[src/rtl/mouse_pkg.sv]
// -----------------------------------------------------------------------------
// mouse_pkg
// Shared definitions for the PS/2 mouse packet tracker:
//   - mouse_state_e : packet assembly FSM states
//   - STAT_BIT_*    : bit positions inside PS/2 packet byte 0 (status byte)
// -----------------------------------------------------------------------------
package mouse_pkg;

  typedef enum logic [1:0] {
    WAIT_B0 = 2'd0,
    WAIT_B1 = 2'd1,
    WAIT_B2 = 2'd2,
    UPDATE  = 2'd3
  } mouse_state_e;

  localparam int STAT_BIT_SYNC = 3;  // always 1 in a genuine status byte
  localparam int STAT_BIT_XS   = 4;  // dX sign
  localparam int STAT_BIT_YS   = 5;  // dY sign
  localparam int STAT_BIT_XO   = 6;  // dX overflow
  localparam int STAT_BIT_YO   = 7;  // dY overflow

endpackage

[src/rtl/mouse_axis_update.sv]
// -----------------------------------------------------------------------------
// mouse_axis_update
// One axis of the pointer integrator: builds the 9-bit signed delta from the
// packet bytes (saturating on the overflow flag), adds it to the current
// position (optionally negated) and clamps the result to 0..LIMIT-1.
// Ports:
//   pos_i   current absolute position
//   mag_i   low 8 bits of the delta (packet byte 1 or 2)
//   sign_i  delta sign bit from the status byte
//   ovf_i   overflow flag from the status byte
//   delta_o saturated 9-bit two's-complement delta (not negated)
//   pos_o   new clamped position
// -----------------------------------------------------------------------------
module mouse_axis_update #(
  parameter int LIMIT   = 160,
  parameter int COORD_W = 8,
  parameter bit NEGATE  = 1'b0
) (
  input  logic [COORD_W-1:0] pos_i,
  input  logic [7:0]         mag_i,
  input  logic               sign_i,
  input  logic               ovf_i,
  output logic [8:0]         delta_o,
  output logic [COORD_W-1:0] pos_o
);

  // Two guard bits: position is unsigned, delta spans -256..+256 after
  // negation, so the sum never wraps.
  localparam int SW = COORD_W + 2;
  localparam logic signed [SW-1:0] HI = SW'(LIMIT - 1);

  logic signed [SW-1:0] delta_ext;
  logic signed [SW-1:0] step;
  logic signed [SW-1:0] sum;

  always_comb begin
    if (ovf_i) begin
      delta_o = sign_i ? 9'h100 : 9'h0FF;
    end else begin
      delta_o = {sign_i, mag_i};
    end
    delta_ext = {{(SW-9){delta_o[8]}}, delta_o};
    step      = NEGATE ? -delta_ext : delta_ext;
    sum       = $signed({2'b00, pos_i}) + step;
    if (sum < 0) begin
      pos_o = '0;
    end else if (sum > HI) begin
      pos_o = HI[COORD_W-1:0];
    end else begin
      pos_o = sum[COORD_W-1:0];
    end
  end

endmodule

[src/rtl/mouse_packet_tracker.sv]
// -----------------------------------------------------------------------------
// mouse_packet_tracker
// Assembles 3-byte PS/2 movement packets from the receiver byte stream,
// resynchronises on framing loss and integrates dX/dY into clamped absolute
// coordinates for the bus-side mouse registers.
// Ports:
//   CLK, RESET             clock, synchronous active-high reset
//   ENABLE                 0 holds the FSM idle and discards bytes
//   BYTE_IN/BYTE_READY     received byte and its 1-cycle strobe
//   BYTE_ERROR_CODE        nonzero marks a receiver error on this byte
//   MOUSE_STATUS/DX/DY     status byte and saturated deltas of last packet
//   MOUSE_X/MOUSE_Y        clamped absolute position (Y=0 is screen top)
//   PACKET_VALID           1-cycle pulse when the registers above update
//   RESYNC_CNT             saturating count of discarded bytes/packets
//   DBG_STATE              current FSM state
// Handshake: a byte is consumed in exactly the cycle BYTE_READY is high; there
// is no back-pressure, so one byte per cycle is always accepted, including
// during UPDATE where the byte is treated as a new status-byte candidate.
// -----------------------------------------------------------------------------
module mouse_packet_tracker
  import mouse_pkg::*;
#(
  parameter int X_MAX   = 160,
  parameter int Y_MAX   = 120,
  parameter int COORD_W = 8,
  parameter int GAP_CYC = 200000
) (
  input  logic               CLK,
  input  logic               RESET,
  input  logic               ENABLE,
  input  logic [7:0]         BYTE_IN,
  input  logic               BYTE_READY,
  input  logic [1:0]         BYTE_ERROR_CODE,
  output logic [7:0]         MOUSE_STATUS,
  output logic [8:0]         MOUSE_DX,
  output logic [8:0]         MOUSE_DY,
  output logic [COORD_W-1:0] MOUSE_X,
  output logic [COORD_W-1:0] MOUSE_Y,
  output logic               PACKET_VALID,
  output logic [7:0]         RESYNC_CNT,
  output mouse_state_e       DBG_STATE
);

  localparam int GW = $clog2(GAP_CYC + 1);

  mouse_state_e      state_q, state_d;
  logic [GW-1:0]     gap_q, gap_d;
  logic [7:0]        stat_q, stat_d;   // status byte of packet in progress
  logic [7:0]        b1_q, b1_d;
  logic [7:0]        b2_q, b2_d;
  logic [7:0]        rcnt_q, rcnt_d;
  logic [7:0]        ostat_q, ostat_d;
  logic [8:0]        dx_q, dx_d;
  logic [8:0]        dy_q, dy_d;
  logic [COORD_W-1:0] x_q, x_d;
  logic [COORD_W-1:0] y_q, y_d;
  logic              pv_q, pv_d;

  logic              rcnt_inc;
  logic              do_update;
  logic              byte_err;
  logic [8:0]        dx_new, dy_new;
  logic [COORD_W-1:0] x_new, y_new;

  assign byte_err = (BYTE_ERROR_CODE != 2'b00);

  mouse_axis_update #(.LIMIT(X_MAX), .COORD_W(COORD_W), .NEGATE(1'b0)) u_axis_x (
    .pos_i   (x_q),
    .mag_i   (b1_q),
    .sign_i  (stat_q[STAT_BIT_XS]),
    .ovf_i   (stat_q[STAT_BIT_XO]),
    .delta_o (dx_new),
    .pos_o   (x_new)
  );

  // Screen Y grows downward while PS/2 dY is positive upward.
  mouse_axis_update #(.LIMIT(Y_MAX), .COORD_W(COORD_W), .NEGATE(1'b1)) u_axis_y (
    .pos_i   (y_q),
    .mag_i   (b2_q),
    .sign_i  (stat_q[STAT_BIT_YS]),
    .ovf_i   (stat_q[STAT_BIT_YO]),
    .delta_o (dy_new),
    .pos_o   (y_new)
  );

  always_comb begin
    state_d   = state_q;
    gap_d     = gap_q;
    stat_d    = stat_q;
    b1_d      = b1_q;
    b2_d      = b2_q;
    rcnt_inc  = 1'b0;
    do_update = 1'b0;

    if (!ENABLE) begin
      // Partial packet silently dropped; not counted as a resync.
      state_d = WAIT_B0;
      gap_d   = '0;
    end else begin
      unique case (state_q)
        WAIT_B0, UPDATE: begin
          do_update = (state_q == UPDATE);
          state_d   = WAIT_B0;
          gap_d     = '0;
          if (BYTE_READY) begin
            if (!byte_err && BYTE_IN[STAT_BIT_SYNC]) begin
              stat_d  = BYTE_IN;
              state_d = WAIT_B1;
            end else begin
              rcnt_inc = 1'b1;
            end
          end
        end
        WAIT_B1, WAIT_B2: begin
          if (BYTE_READY) begin
            gap_d = '0;
            if (byte_err) begin
              rcnt_inc = 1'b1;
              state_d  = WAIT_B0;
            end else if (state_q == WAIT_B1) begin
              b1_d    = BYTE_IN;
              state_d = WAIT_B2;
            end else begin
              b2_d    = BYTE_IN;
              state_d = UPDATE;
            end
          end else if (gap_q == GW'(GAP_CYC - 1)) begin
            // This idle cycle is the GAP_CYC-th since the last byte.
            rcnt_inc = 1'b1;
            state_d  = WAIT_B0;
            gap_d    = '0;
          end else begin
            gap_d = gap_q + 1'b1;
          end
        end
        default: state_d = WAIT_B0;
      endcase
    end

    rcnt_d = (rcnt_inc && (rcnt_q != 8'hFF)) ? rcnt_q + 8'd1 : rcnt_q;

    pv_d    = do_update;
    ostat_d = ostat_q;
    dx_d    = dx_q;
    dy_d    = dy_q;
    x_d     = x_q;
    y_d     = y_q;
    if (do_update) begin
      ostat_d = stat_q;
      dx_d    = dx_new;
      dy_d    = dy_new;
      x_d     = x_new;
      y_d     = y_new;
    end
  end

  always_ff @(posedge CLK) begin
    if (RESET) begin
      state_q <= WAIT_B0;
      gap_q   <= '0;
      stat_q  <= '0;
      b1_q    <= '0;
      b2_q    <= '0;
      rcnt_q  <= '0;
      ostat_q <= '0;
      dx_q    <= '0;
      dy_q    <= '0;
      x_q     <= COORD_W'(X_MAX / 2);
      y_q     <= COORD_W'(Y_MAX / 2);
      pv_q    <= 1'b0;
    end else begin
      state_q <= state_d;
      gap_q   <= gap_d;
      stat_q  <= stat_d;
      b1_q    <= b1_d;
      b2_q    <= b2_d;
      rcnt_q  <= rcnt_d;
      ostat_q <= ostat_d;
      dx_q    <= dx_d;
      dy_q    <= dy_d;
      x_q     <= x_d;
      y_q     <= y_d;
      pv_q    <= pv_d;
    end
  end

  assign MOUSE_STATUS = ostat_q;
  assign MOUSE_DX     = dx_q;
  assign MOUSE_DY     = dy_q;
  assign MOUSE_X      = x_q;
  assign MOUSE_Y      = y_q;
  assign PACKET_VALID = pv_q;
  assign RESYNC_CNT   = rcnt_q;
  assign DBG_STATE    = state_q;

endmodule

[config.mk]
export PLATFORM = sky130hd
export DESIGN_NAME = mouse_packet_tracker
export DESIGN_NICKNAME = d
export VERILOG_FILES = /design/src/rtl/mouse_pkg.sv /design/src/rtl/mouse_axis_update.sv /design/src/rtl/mouse_packet_tracker.sv
export SDC_FILE = /design/constraint.sdc
export NUM_CORES = 1
export LEC_CHECK = 0
export CORE_MARGIN = 10
export CORE_UTILIZATION = 40
export DETAILED_ROUTE_END_ITERATION = 16
export PLACE_DENSITY_LB_ADDON = 0.2
export SLEW_MARGIN = 20
export SYNTH_ARGS = -nofsm -noshare
export SYNTH_HDL_FRONTEND = slang
export SYNTH_SLANG_ARGS = --single-unit
[constraint.sdc]
create_clock -name CLK -period 3.7 [get_ports CLK]
set_input_delay 0.74 -clock CLK [delete_from_list [all_inputs] [get_ports CLK]]
set_output_delay 0.74 -clock CLK [all_outputs]
set_load 0.05 [all_outputs]
Yosys cells after proc, flatten, opt, wreduce, memory -nomap -nowiden
Cells that the tools add are included.
{"block": "op_classes", "n_addsub": 5, "n_mux": 27, "n_eq_ne": 6, "order_cmp": 4, "shifts": 0, "reduce_logical": 11, "n_bitwise": 3, "div_mod_pow": 0, "multipliers": 0}
{"operator": "18-bit 2-to-1 mux", "n": 2}
{"operator": "9-bit 2-to-1 mux", "n": 4}
{"operator": "18-bit case mux with 2 select lines", "n": 1}
{"operator": "8-bit 2-to-1 mux", "n": 4}
{"operator": "10-bit by 1-bit < comparator with 1-bit output, second input constant", "n": 2}
{"operator": "18-bit by 1-bit adder with 18-bit output, second input constant", "n": 1}
{"operator": "18-bit == test, second input constant", "n": 1}
{"operator": "1-bit 2-to-1 mux", "n": 11}
{"operator": "9-bit by 10-bit adder with 10-bit output", "n": 1}
{"operator": "9-bit by 9-bit adder with 10-bit output", "n": 1}
{"operator": "10-bit by 8-bit > comparator with 1-bit output, second input constant", "n": 1}
{"operator": "10-bit by 9-bit > comparator with 1-bit output, second input constant", "n": 1}
{"operator": "9-bit negation with 10-bit output", "n": 1}
{"operator": "5-bit AND reduction", "n": 2}
{"operator": "8-bit by 1-bit adder with 8-bit output, second input constant", "n": 1}
{"operator": "8-bit != test, second input constant", "n": 1}
{"operator": "2-bit 2-to-1 mux", "n": 3}
{"operator": "2-bit OR reduction", "n": 3}
{"operator": "2-bit == test, second input constant", "n": 2}
{"operator": "2-bit case mux with 2 select lines", "n": 1}
{"operator": "4-bit AND reduction", "n": 1}
{"operator": "3-bit != test, second input constant", "n": 1}
{"operator": "1-bit inverter", "n": 3}
{"operator": "2-bit by 1-bit == test with 1-bit output, second input constant", "n": 1}
{"operator": "other kinds (5)", "n": 6}
{"block": "totals", "romBits": 0, "reg_bits": 95, "input_bits": 14, "latch_bits": 0, "memories": 0, "wordCells": 68, "ram_bits": 0}

Depth between registers and ports, before layout
Gate-level depths: netlist of the first run.
{"block": "logic_depth", "ltp_word": 8, "depth_mapped": 14}

Cells and area by module
From an unflattened synthesis of the first run, not the netlist that was laid out.
{"block": "unflattened", "hier_cells": 603, "hier_area_um2": 4961.0}
{"module": "mouse_packet_tracker", "area_per_inst_um2": 3698.5, "cells_each": 421, "instances": 1}
{"module": "mouse_axis_update (u_axis_y)", "area_per_inst_um2": 636.9, "cells_each": 94, "instances": 1}
{"module": "mouse_axis_update (u_axis_x)", "area_per_inst_um2": 625.6, "cells_each": 88, "instances": 1}

Worst setup path after synthesis of the first run
OpenSTA, ideal clock, no wires.
{"block": "synth_timing", "kind": "register -> register", "start": "register stat_q[7]", "end": "register y_q[3] (netlist: MOUSE_Y[3])", "synth_period_minus_slack_ns": 3.279, "t_arrival_ns": 3.163, "path_stages_with_launch": 15, "slack_ns": 0.421, "path_buffers": 2, "setup_time_ns": 0.116, "path_cell_list": "dfxtp_1 clkbuf_1 nor2b_1 buf_2 a21o_1 ha_1 inv_1 fa_1 o21bai_1 a211oi_1 o32ai_1 a2111oi_0 a311oi_1 nor3_1 a31o_2"}
{"block": "synth_between", "elab_chain_cells": 6, "elab_cells_between_ends": 7, "cone_classes": "add/sub: 2; order compare: 2; mux: 3"}
{"item": "from (decl)", "line_no": "mouse_packet_tracker.sv:48", "rtl": "logic [7:0] stat_q, stat_d;"}
{"item": "from (signal assigned)", "line_no": "mouse_packet_tracker.sv:174", "rtl": "stat_q <= stat_d;"}
{"item": "9-bit 2-to-1 mux (*)", "line_no": "mouse_axis_update.sv:37", "rtl": "if (ovf_i) begin"}
{"item": "named net dy_new[0]", "line_no": "mouse_packet_tracker.sv:62", "rtl": "logic [8:0] dx_new, dy_new;"}
{"item": "9-bit negation with 10-bit output (*)", "line_no": "mouse_axis_update.sv:43", "rtl": "step = NEGATE ? -delta_ext : delta_ext;"}
{"item": "9-bit by 10-bit adder with 10-bit output (*)", "line_no": "mouse_axis_update.sv:44", "rtl": "sum = $signed({2'b00, pos_i}) + step;"}
{"item": "10-bit by 8-bit > comparator with 1-bit output", "line_no": "mouse_axis_update.sv:47", "rtl": "end else if (sum > HI) begin"}
{"item": "8-bit 2-to-1 mux", "line_no": "mouse_axis_update.sv:47"}
{"item": "8-bit 2-to-1 mux (*)", "line_no": "mouse_axis_update.sv:45", "rtl": "if (sum < 0) begin"}
{"item": "to (signal assigned)", "line_no": "mouse_packet_tracker.sv:169", "rtl": "y_q <= COORD_W'(Y_MAX / 2);"}
{"item": "to (signal assigned)", "line_no": "mouse_packet_tracker.sv:182", "rtl": "y_q <= y_d;"}
{"item": "to (decl)", "line_no": "mouse_packet_tracker.sv:56", "rtl": "logic [COORD_W-1:0] y_q, y_d;"}
Mark *: on every way through the listed nets, which the timed path passes. The rest lies on a longest branch.
A chain may end at the register's enable or synchronous reset.

Final worst setup path of the first run
Same ends and word-level chain as after synthesis.

==> results of run 1 <==
worst max-delay path by stage:
stage | slack, ns | depth (start not counted) | endpoint | start
2_1_floorplan | 0.42 | 14 | MOUSE_Y[3] | stat_q[7]
3_3_place_gp | 0.46 | 13 | MOUSE_Y[3] | stat_q[7]
3_5_place_dp | 0.38 | 13 | MOUSE_Y[3] | stat_q[7]
4_1_cts | 0.34 | 13 | MOUSE_Y[3] | stat_q[7]
5_1_grt | -0.02 | 13 | MOUSE_Y[3] | stat_q[7]
6_report | 0.30 | 13 | MOUSE_Y[3] | stat_q[7]
sequential cells by signal, summed over array words and instances (netlist names):
register / flops
MOUSE_STATUS: 8
b2_q: 8
PACKET_VALID: 1
gap_q: 18
MOUSE_X: 8
MOUSE_DY: 8
MOUSE_Y: 8
b1_q: 8
MOUSE_DX: 8
RESYNC_CNT: 8
DBG_STATE: 2
stat_q: 8
layout make-up:
| type | instances | share of cell area, % |
|---|---|---|
| Multi-Input combinational cell | 400 | 45.04 |
| Tap cell | 143 | 3.146 |
| Clock inverter | 4 | 0.8801 |
| Inverter | 21 | 1.386 |
| Clock buffer | 11 | 4.092 |
| Timing Repair Buffer | 75 | 12.72 |
| Sequential cell | 93 | 32.74 |
where the power goes:
part,internal [mW],switching (mW),leakage [nW],total (mW)
combinational,0.0325,0.0524,1.36,0.0849
sequential,1.00,0.00355,0.749,1.01
clock,0.519,0.376,0.132,0.895
total,1.56,0.432,2.24,1.99
stage by stage:
stage               hold WS, ns  instance area (sq um)  setup slack [ns]
detailed placement       0.4487                   5404            0.3780
floorplan                0.4258                   4598            0.4206
CTS                      0.4571                   5687            0.3362
global route             0.4822                   5687          -0.01990
global placement         0.4437                   5404            0.4647
finish                   0.4511                   5687            0.2979
cells in the final DEF (no fill, tap or decap), types with 8 or more instances in the layout:
cell type and instances:
clkdlybuf4s50_1 65, ha_1 19, xor2_1 16, nor3_1 8, clkbuf_16 9, inv_1 20, xnor2_1 16, dfxtp_1 93
and3_1 8, nand2b_1 8, mux2i_1 33, a211oi_1 19, nand3_1 17, o21ai_0 18, a21o_1 9, buf_4 9
a21oi_1 33, nor2_1 88, nand2_1 44
tightest hold or removal path, cell delays in order (launching register included):
cell     delay, ns
dfxtp_1       0.31
nand2_1       0.05
a21oi_1       0.05
what timing repair did:
action                                  CTS  global route
buffers inserted                          0             0
endpoints found under the setup margin    0             1
gates resized for setup                   0             0
metal layers:
layer,part of all wire (%),up-vias
li1,-,2000
met3,5.1,12
met5,0,-
met1,45,1799
met2,48,73
met4,1.5,0
logic make-up (layout without fill, tap and decap cells):
family,count (synthesis),after routing,share of synthesized area [%]
XOR/XNOR,32,32,6.095
adder cells (fa/ha/maj),21,21,6.041
multiplexers,33,33,7.184
flip-flops,93,93,40.49
AO/OA/AOI/OAI,115,115,16.63
AND/OR/NAND/NOR,199,199,19.76
buffers and inverters,44,111,3.809
==> impl_results.md, run 1 <==
* Storage cell area at 1862 sq um
* Yosys reg bits at 93
* Routability cong. at 0.9065
* Sink Count at 93
* Pleak at 2.238 nW
* Cell row count at 39
* Peak VDD IR at 0.0003182 V
* Reg-to-reg endpoint: MOUSE_Y[3]
* Tot Pwr at 1.988 mW
* Post-synth ARST share at 0%
* Max_cap viols at 0
* Slew Limit Headroom at 54.25%
* DR pass1 iterations at 7
* Status: completed
* Vias in the first global route at 3860
* # DRC at 0
* Initial antenna violation count at 0
* Syn avg cell area at 8.563 sq um
* Die Height at 127.2 um
* CTS tree: done
* Crit Path Class: register to register
* Port buffer count at 66
* Max incr delay on CP at 0.52 ns
* Final setup vio count at 0
* Post-CTS Hold Buffers at 0
* Ranking of synthesized cells by area: dfxtp_1 (40%), mux2i_1 (7.2%), nor2_1 (7.2%)
* Area of the die at 16180 sq um
* CP Launch Type: register
* Slew Limit Fails at 0
* Final worst path period need at 3.402 ns
* Worst-Margin Slew at 0.6843 ns
* H-tree levels at 3
* Vias per cell at 5.199
* Worst path slowest cell: a311oi_1
* R2R cell count at 13
* Seq/Total Area, Yosys at 40.49%
* CP Data Required Time at 3.94 ns
* Area occupied by multi-input gates at 2561 sq um
* Syn Std Cell Area at 4598 sq um
* Maximum clock path buffer count at 2
* # fillers at 1072
* Sequence of cells on the critical path: nor2b_1 > a21o_1 > ha_1 > inv_1 > fa_1 > o21bai_1 > a211oi_1 > o32ai_1 > buf_4 > a2111oi_0 > a311oi_1 > nor3_1 > a31o_2
* Cts bufs inserted at 9
* Final worst path period share at 91.95%
* Ant. Diodes at 0
* Buf+Inv Stages, Crit Path at 2
* Final std cells w/o fill at 747
* Gr usage total at 14.10%
* Net count, final at 635
* Family with the most delay on the worst path: compound AO/OA/AOI/OAI gates
* WL final at 11.39 mm
* Detail Route Antenna Nets at 0
* Hold depth at 2
* Gr ovfl total at 0
* R2r setup slk at 0.30 ns
* Top-count cell post-synth: dfxtp_1
* Synth cell types at 52
* CP Max Fanout at 9
* Critical path arrival at 3.64 ns
* CP Capture Type: register
* Worst Skew at 0.006736 ns
* TNS Setup at 0 ns
* Global routing's busiest layer: met2
* Top cells by count, synth: dfxtp_1 (93), nor2_1 (88), nand2_1 (44)
* Min-Delay Startpoint: MOUSE_STATUS[2]
* Reg clk slew, reported paths at 0.06 ns
* Synth Warn # at 0
* Clk_lat worst skew at 0.34 ns
* Dpl cells at 732
* Global-route wire length before repair at 19.09 mm
* Starting density of the core at 40.62%
* Cell taking the most area after synthesis: dfxtp_1
* Fin util at 50.23%
* HPWL after DPL at 8.547 mm
* Area growth, synth to finish at 23.67%
* Layout cells sized above 1 at 4.801%
* Post-DR wirelength/cell at 15.24 um
* Ys flop type: dfxtp_1
* Hold Crit Class: register to register
* Reg-to-reg startpoint: stat_q[7]
* Post-synth top area share at 40.49%
* Hold Fails Final Rpt at 0
* Chip width at 127.2 um
* Hold-critical path endpoint: MOUSE_STATUS[2]
* Pwr per Cell Area at 349.5 nW/um^2
* Core Area at 11320 sq um
* FMAX at 293.9 MHz
* Total number of vias at 3884
* DR iter-0 viols at 200
* Cells after Synth at 537
* RSZ-0062 raised after global routing: yes
* Syn_nets at 572
* Post-synth EDFFs at 0
* Largest net degree at the start of global routing at 48
* Met3 Use GR at 5.004%
* Grt met1 use at 16.37%
* Root Buffer: clkbuf_16
* Met2 Use GR at 23.78%
* Ports at 67
No activity file was read; power rests on OpenSTA's default activity.
==> run 2, diff against run 1 <==
--- a/config.mk
+++ b/config.mk
@@ -5,6 +5,7 @@
 export SDC_FILE = /design/constraint.sdc
 export NUM_CORES = 1
 export LEC_CHECK = 0
+export ABC_CLOCK_PERIOD_IN_PS = 3700
 export CORE_MARGIN = 10
 export CORE_UTILIZATION = 40
 export DETAILED_ROUTE_END_ITERATION = 16
==> results of run 2 <==
Same layout as run 1: the final DEF is identical, and so are final timing and power.
==> run 3, diff against run 2 <==
--- a/config.mk
+++ b/config.mk
@@ -8,6 +8,7 @@
 export ABC_CLOCK_PERIOD_IN_PS = 3700
 export CORE_MARGIN = 10
 export CORE_UTILIZATION = 40
+export CTS_BUF_LIST = sky130_fd_sc_hd__clkbuf_4
 export DETAILED_ROUTE_END_ITERATION = 16
 export PLACE_DENSITY_LB_ADDON = 0.2
 export SLEW_MARGIN = 20
==> impl_results.md, run 3 (synthesis results as in run 1) <==
* Reg clk slew, reported paths at 0.14 ns (+0.08 ns)
* Ports at 67 (unchanged)
* Cell row count at 39 (unchanged)
* CP Data Required Time at 4.06 ns (+0.12 ns)
* Area of the die at 16180 sq um (unchanged)
* Max_cap viols at 0 (unchanged)
* Initial antenna violation count at 0 (unchanged)
* Net count, final at 635 (unchanged)
* Slew Limit Fails at 0 (unchanged)
* WL final at 11.33 mm (-0.48%)
* Dpl cell area at 5404 sq um (unchanged)
* Post-route cell area at 5544 sq um (-2.5%)
* Hold Fails Final Rpt at 0 (unchanged)
* Routability cong. at 0.9065 (unchanged)
* Final worst path period need at 3.368 ns (-0.03405 ns)
* Vias per cell at 5.171 (-0.54%)
* Maximum clock path buffer count at 2 (unchanged)
* Sink Count at 93 (unchanged)
* Status: completed
* Area growth, synth to finish at 20.57%
* FMAX at 296.9 MHz (+1.0%)
* Final worst path period share at 91.03% (-0.92 points)
* CP Max Fanout at 9 (unchanged)
* Commonest cells after routing, fill and taps aside: dfxtp_1 (93), nor2_1 (88), clkdlybuf4s50_1 (65)
* H-tree levels at 3 (unchanged)
* Post-CTS Hold Buffers at 0 (unchanged)
* Gr usage total at 14.02% (-0.085 points)
* Root Buffer: clkbuf_4
* Detail Route Antenna Nets at 0 (unchanged)
* Min Hold Slack at 0.4606 ns (+0.009514 ns)
* Number of flip-flops in the largest register at 18 (unchanged)
* CP Launch Type: register
* Post-DR wirelength/cell at 15.17 um (-0.48%)
* Pwr per Cell Area at 296.3 nW/um^2 (-15%)
* Worst Skew at 0.01290 ns (+0.006166 ns)
* HPWL after DPL at 8.547 mm (unchanged)
* Global-route wire length before repair at 18.95 mm (-0.72%)
* Pleak at 2.176 nW (-2.7%)
* Hold depth at 2 (unchanged)
* Final setup vio count at 0 (unchanged)
* Core Area at 11320 sq um (unchanged)
* Port buffer count at 66 (unchanged)
* Layout cells sized above 1 at 5.298% (+0.50 points)
* Cts bufs inserted at 9 (unchanged)
* Worst-Margin Slew at 0.6863 ns (+0.002008 ns)
* Critical path arrival at 3.73 ns (+0.09 ns)
* Peak VDD IR at 0.0002268 V (-29%)
* Clk_lat worst skew at 0.46 ns (+0.12 ns)
* Hold Crit Class: register to register
* Register bank with the most flops: gap_q
* Post_cts resized at 0 (unchanged)
* Slew Limit Headroom at 54.12% (-0.13 points)
* Ant. Diodes at 0 (unchanged)
* Chip width at 127.2 um (unchanged)
* # DRC at 0 (unchanged)
* DR iter-0 viols at 225 (+13%)
* Fin util at 48.97% (-1.3 points)
* DR pass1 iterations at 4 (-3)
* Largest net degree at the start of global routing at 48 (unchanged)
* Total number of vias at 3863 (-0.54%)
* Crit Path Class: register to register
* Commonest non-fill, non-tap cell in the layout: dfxtp_1
* Starting density of the core at 40.62% (unchanged)
* Vias in the first global route at 3818 (-1.1%)
* Die Height at 127.2 um (unchanged)
* Gr ovfl total at 0 (unchanged)
* R2R cell count at 11 (-2)
* Tot Pwr at 1.643 mW (-17%)
* CTS tree: done
* Setup repair bufs after CTS at 0 (unchanged)
* # fillers at 1086 (+1.3%)
* CP Capture Type: register
==> run 3: path summary, 6_finish.rpt <==
kind | from | endpoint | slack [ns]
hold / removal | MOUSE_STATUS[2] | MOUSE_STATUS[2] | 0.46
setup reg to reg | stat_q[7] | MOUSE_Y[3] | 0.33
hold reg to reg | MOUSE_STATUS[2] | MOUSE_STATUS[2] | 0.46
setup / recovery | stat_q[7] | MOUSE_Y[3] | 0.33
==> run 3: critical path, stage by stage, from the launching register on <==
cell and delay (ns):
dfxtp_1 0.41, nor2b_1 0.17, buf_4 0.17, a21oi_1 0.30, ha_1 0.29, nor2b_1 0.14, a211oi_1 0.44, o211ai_1 0.21
a211oi_1 0.40, a2bb2oi_1 0.39, nor3_1 0.14, a31o_2 0.22
==> run 3: layout make-up <==
cell class	count	area, sq um	area share [%]
inverter	21	78.83	1.422
tap	143	178.9	3.227
clock buffer	11	82.58	1.490
sequential	93	1862	33.58
timing repair buffer	75	723.2	13.04
multi-input combinational	400	2569	46.33
clock inverter	4	50.05	0.9027
==> run 3: routing by layer <==
layer | vias to the layer above | routed length (um) | GRT usage (%)
li1 | 1998 | - | -
met1 | 1777 | 5085 | 16.35
met2 | 76 | 5480 | 23.60
met3 | 12 | 619 | 5.211
met4 | 0 | 144 | 3.818
met5 | - | 0 | 0
==> run 3: power breakdown <==
group / leakage [nW] / internal, mW / switching [mW] / total (mW)
clock network: 0.0689 / 0.217 / 0.333 / 0.550
registers: 0.749 / 1.00 / 0.00353 / 1.01
logic: 1.36 / 0.0328 / 0.0523 / 0.0851
==> run 3: stage by stage <==
step                      instances  TNS (ns)  worst slack, ns
after floorplan                 537         0           0.4206
after global placement          732         0           0.4647
after detailed placement        732         0           0.3780
after CTS                       747         0           0.3212
after global routing            747  -0.04529         -0.04529
final                           747         0           0.3319
